### config.mk
export PLATFORM = sky130hd
export DESIGN_NAME = key_scan_ctrl
export DESIGN_NICKNAME = d
export VERILOG_FILES = /design/src/rtl/key_scan_ctrl.sv
export SDC_FILE = /design/constraint.sdc
export NUM_CORES = 1
export LEC_CHECK = 0
export CORE_UTILIZATION = 25
export DETAILED_ROUTE_END_ITERATION = 10
export SLEW_MARGIN = 20
export SYNTH_ARGS = -nofsm -noshare
export SYNTH_HDL_FRONTEND = slang
export SYNTH_SLANG_ARGS = --single-unit
### constraint.sdc
create_clock -name clk -period 1.6 [get_ports clk]
set_input_delay 0.24 -clock clk [delete_from_list [all_inputs] [get_ports clk]]
set_output_delay 0.24 -clock clk [all_outputs]
set_load 0.05 [all_outputs]
### src/rtl/key_scan_ctrl.sv
// POKEY keyboard scan sequencer: two-phase enables, scan strobe divider, SKCTL bits and key/break IRQ front-end.
// Optional overrun flag is built only when KEY_OVERRUN_EN is defined.
module key_scan_ctrl #(
   parameter int SCAN_DIV = 114,
   parameter int DIV_W    = 8
) (
   input  logic       clk,
   input  logic       reset,
   input  logic       skctlWr,
   input  logic [1:0] skctlDin,
   input  logic       irqEnWr,
   input  logic [1:0] irqEnDin,
   input  logic [1:0] irqAck,
   input  logic       stResWr,
   input  logic       setKey,
   input  logic       setBreak,
   output logic       enp,
   output logic       enn,
   output logic       keybClk,
   output logic [1:0] SKCTLS,
   output logic [1:0] irqPend,
   output logic       nIrq,
   output logic       kbOverrun
);

   localparam logic [DIV_W-1:0] DIV_LAST = DIV_W'(SCAN_DIV - 1);

   logic             ph_reg;
   logic             reset_d_reg;
   logic [DIV_W-1:0] div_reg;
   logic [DIV_W-1:0] div_next;
   logic             keyb_reg;
   logic             keyb_next;
   logic [1:0]       skctl_reg;
   logic [1:0]       irq_en_reg;
   logic [1:0]       pend_reg;
   logic [1:0]       pend_next;
   logic [1:0]       evin_d_reg;
   logic [1:0]       ev;
   logic             scan_en_next;
   logic             scan_start;
   logic             div_wrap;

   // ph is held at 0 through the first clock after reset so enp leads.
   always_ff @(posedge clk) begin
      reset_d_reg <= reset;
      if (reset || reset_d_reg) begin
         ph_reg <= 1'b0;
      end else begin
         ph_reg <= ~ph_reg;
      end
   end

   assign enp = ~ph_reg & ~reset_d_reg;
   assign enn = ph_reg;

   assign scan_en_next = skctlWr ? skctlDin[1] : skctl_reg[1];
   assign scan_start   = skctlWr & skctlDin[1] & ~skctl_reg[1];
   assign div_wrap     = enn & (div_reg == DIV_LAST);

   always_comb begin
      div_next = div_reg;
      if (!scan_en_next || scan_start) begin
         div_next = '0;
      end else if (enn) begin
         div_next = div_wrap ? '0 : div_reg + 1'b1;
      end
   end

   // Strobe rises on the wrap edge and survives exactly one enp clock.
   assign keyb_next = scan_en_next & ~scan_start & (div_wrap | (keyb_reg & enp));

   always_ff @(posedge clk) begin
      if (reset) begin
         div_reg    <= '0;
         keyb_reg   <= 1'b0;
         skctl_reg  <= 2'b00;
         irq_en_reg <= 2'b00;
         pend_reg   <= 2'b00;
         evin_d_reg <= 2'b00;
      end else begin
         div_reg    <= div_next;
         keyb_reg   <= keyb_next;
         pend_reg   <= pend_next;
         evin_d_reg <= {setBreak, setKey};
         if (skctlWr) begin
            skctl_reg <= skctlDin;
         end
         if (irqEnWr) begin
            irq_en_reg <= irqEnDin;
         end
      end
   end

   assign ev = {setBreak, setKey} & ~evin_d_reg;

   // Priority per bit: disable-write clear, then enabled event, then ack.
   generate
      for (genvar gi = 0; gi < 2; gi++) begin : g_pend
         assign pend_next[gi] = (irqEnWr && !irqEnDin[gi]) ? 1'b0 :
                                (ev[gi] && irq_en_reg[gi]) ? 1'b1 :
                                irqAck[gi]                 ? 1'b0 :
                                pend_reg[gi];
      end
   endgenerate

`ifdef KEY_OVERRUN_EN
   logic ovr_reg;

   always_ff @(posedge clk) begin
      if (reset) begin
         ovr_reg <= 1'b0;
      end else if (ev[0] && pend_reg[0] && !irqAck[0]) begin
         ovr_reg <= 1'b1;
      end else if (stResWr) begin
         ovr_reg <= 1'b0;
      end
   end

   assign kbOverrun = ovr_reg;
`else
   logic unused_st_res;

   assign unused_st_res = stResWr;
   assign kbOverrun     = 1'b0;
`endif

   assign keybClk = keyb_reg;
   assign SKCTLS  = skctl_reg;
   assign irqPend = pend_reg;
   assign nIrq    = ~|pend_reg;

endmodule

==> flow_summary.yaml <==
global_route:
  grt_pass1_vias: 686
  grt_max_degree: 11
  grt_first_pass_wirelength_um: 2690
  antenna_found_initial: 0
  grt.total_usage_pct: 10.2
  overflow: 0
synth:
  synth_nets: 101
  synth-async-reset-ratio_pct: 0
  synth.most_common_cell: "dfxtp_1"
  synthTopCellsByCount: "dfxtp_1 (19), nor2_1 (10), nand2b_1 (6)"
  ys_types: 31
  yosysTopAreaCell: "dfxtp_1"
  syn_inst: 86
  syn_avg_cell_area_sq_um: 9.31
  synth-seq-cells: 19
  syn_area_sq_um: 801
  ys.flop_type: "dfxtp_1"
  synth_area_leaders: "dfxtp_1 (48%), nand2b_1 (4.7%), nor2_1 (4.7%)"
  yosys_warnings: 0
  synth-seq-area-share_pct: 47.5
  yosysTopAreaCellShare_pct: 47.5
  synth_edf_count: 0
layout:
  fin_area_sq_um: 1080
  n_antenna_cell: 0
  drive_gt1_share_pct: 15.6
  instances_no_fill: 153
  area_growth_pct: 35.0
  largest_reg_flops: 8
  nNetsFinal: 125
  fin_util_pct: 35.4
drt:
  drt_iter0_drc: 5
  detail_route.wl_per_cell_um: 10.1
  vias: 669
  viasPerCell: 4.37
  drt_pass1_iterations: 3
  detail-route-antenna-nets: 0
  drcViolationCount: 0
  drt_wl_total_um: 1550
clocking:
  post_cts_resized: 0
  clock_sinks: 19
  root_buffer: "clkbuf_4"
  cts_tree: "built"
  clock_latency_ns: 0.29
  clkTransAtPathRegs_ns: 0.10
  htree_levels: 1
  cts_hold_buf: 0
  cts_buffer_depth: 2
  post-cts-setup-buffer-count: 0
  cts_inserted_buffers: 3
timing:
  setup_viol: 0
  rsz0062_at_grt: "no"
  fmax_ghz: 0.696
  fin_skew_ns: 0.00537
  fin_crit_sh_pct: 89.8
  drv_slew: 0
  fin_setup_tns_ns: 0
  min_period_ns: 1.44
  hold_viol_final: 0
placed_design:
  placed_area_sq_um: 1050
  place_congestion: 0.804
  dpl.hpwl_um: 1250
  place_inst: 149
  portBuffers: 19
worst_setup_path:
  cp-start-kind: "flop"
  worstSetupEndpointType: "flop"
  cp_max_fo: 5
  path_class: "flop to flop"
  worstPathCellList: "nor4b_1 -> nand3_1 -> nand2b_1 -> nor2_1"
  crit_arrival_ns: 1.63
  max_stage_delay_ns: 0.46
  crit_slowest_cell: "nor4b_1"
  worstPathRequired_ns: 1.79
worst_hold_path:
  hp-class: "flop to flop"
power:
  vdd_drop_max_uv: 353
  leakage_nw: 0.392
  powerDensity_nw_per_um2: 794
floorplan:
  die_y_um: 58.6
  start_util_pct: 26.2
  rows: 20
  chipWidth_um: 58.6
  io-pin-count: 22
  dieArea_sq_um: 3430
  core-area_sq_um: 3050
run:
  max-cap-violations: 0
outcome:
  status: "finished, final reports clean"
## where the power goes
part | total, mW | switching [mW] | internal (mW)
clock | 0.236 | 0.139 | 0.0969
sequential | 0.494 | 0.00752 | 0.486
combinational | 0.129 | 0.0671 | 0.0615
total | 0.859 | 0.214 | 0.645
## path summary, 6_finish.rpt
path                 to  cells past startpoint  slack, ns   startpoint
min reg2reg         enn                      1       0.44  reset_d_reg
max reg2reg  div_reg[3]                      4       0.16   div_reg[2]
max          div_reg[3]                      4       0.16   div_reg[2]
min                 enn                      1       0.44  reset_d_reg
## worst max-delay path: cells and delay by family, from the launching register on
| kind | cells | cell delay, ns |
|---|---|---|
| DFF | 1 | 0.38 |
| and+or+nand+nor | 4 | 0.95 |
## kinds of logic (layout without fill, tap and decap cells)
group	after synthesis	after routing	share of synthesized area, %
and+or+nand+nor	40	40	28.1
DFF	19	19	47.5
AOI/OAI and AO/OA	10	10	7.97
buffers and inverters	7	30	4.69
xor gates and xnor gates	4	4	4.38
muxes	3	3	3.75
adders and majority gates	2	2	3.12
other	1	1	0.468
## layout make-up
class | instances | area [sq um]
Clock buffer | 4 | 26.3
Fill cell | 345 | 1970
Inverter | 4 | 15.0
Multi-Input combinational cell | 60 | 385
Sequential cell | 19 | 382
Tap cell | 44 | 55.1
Timing Repair Buffer | 22 | 218
## cell usage in the layout, fill, tap and decap left out, types with 3 or more instances in the layout
cell / instances
nand3b_1: 4
inv_1: 4
nor2_1: 9
xor2_1: 3
nor3_1: 3
nor2b_1: 3
dfxtp_1: 18
nand2_1: 4
clkbuf_4: 3
a21oi_1: 4
mux2i_1: 3
buf_4: 9
nand2b_1: 6
clkdlybuf4s50_1: 11
## layer usage
metal	track usage [%]	wire (um)	up-vias
met2	18.4	787	17
li1	-	-	340
met3	2.64	79	2
met4	5.10	17	0
met1	11.0	666	310
met5	0	0	-
## per-stage QoR
step	total power [mW]	setup WS [ns]	hold WS, ns
2_1_floorplan	0.573	0.160	0.268
3_3_place_gp	0.631	0.166	0.421
3_5_place_dp	0.634	0.199	0.433
4_1_cts	0.873	0.157	0.448
5_1_grt	0.900	0.0479	0.493
6_report	0.859	0.163	0.444
(Power assumes the default switching activity.)
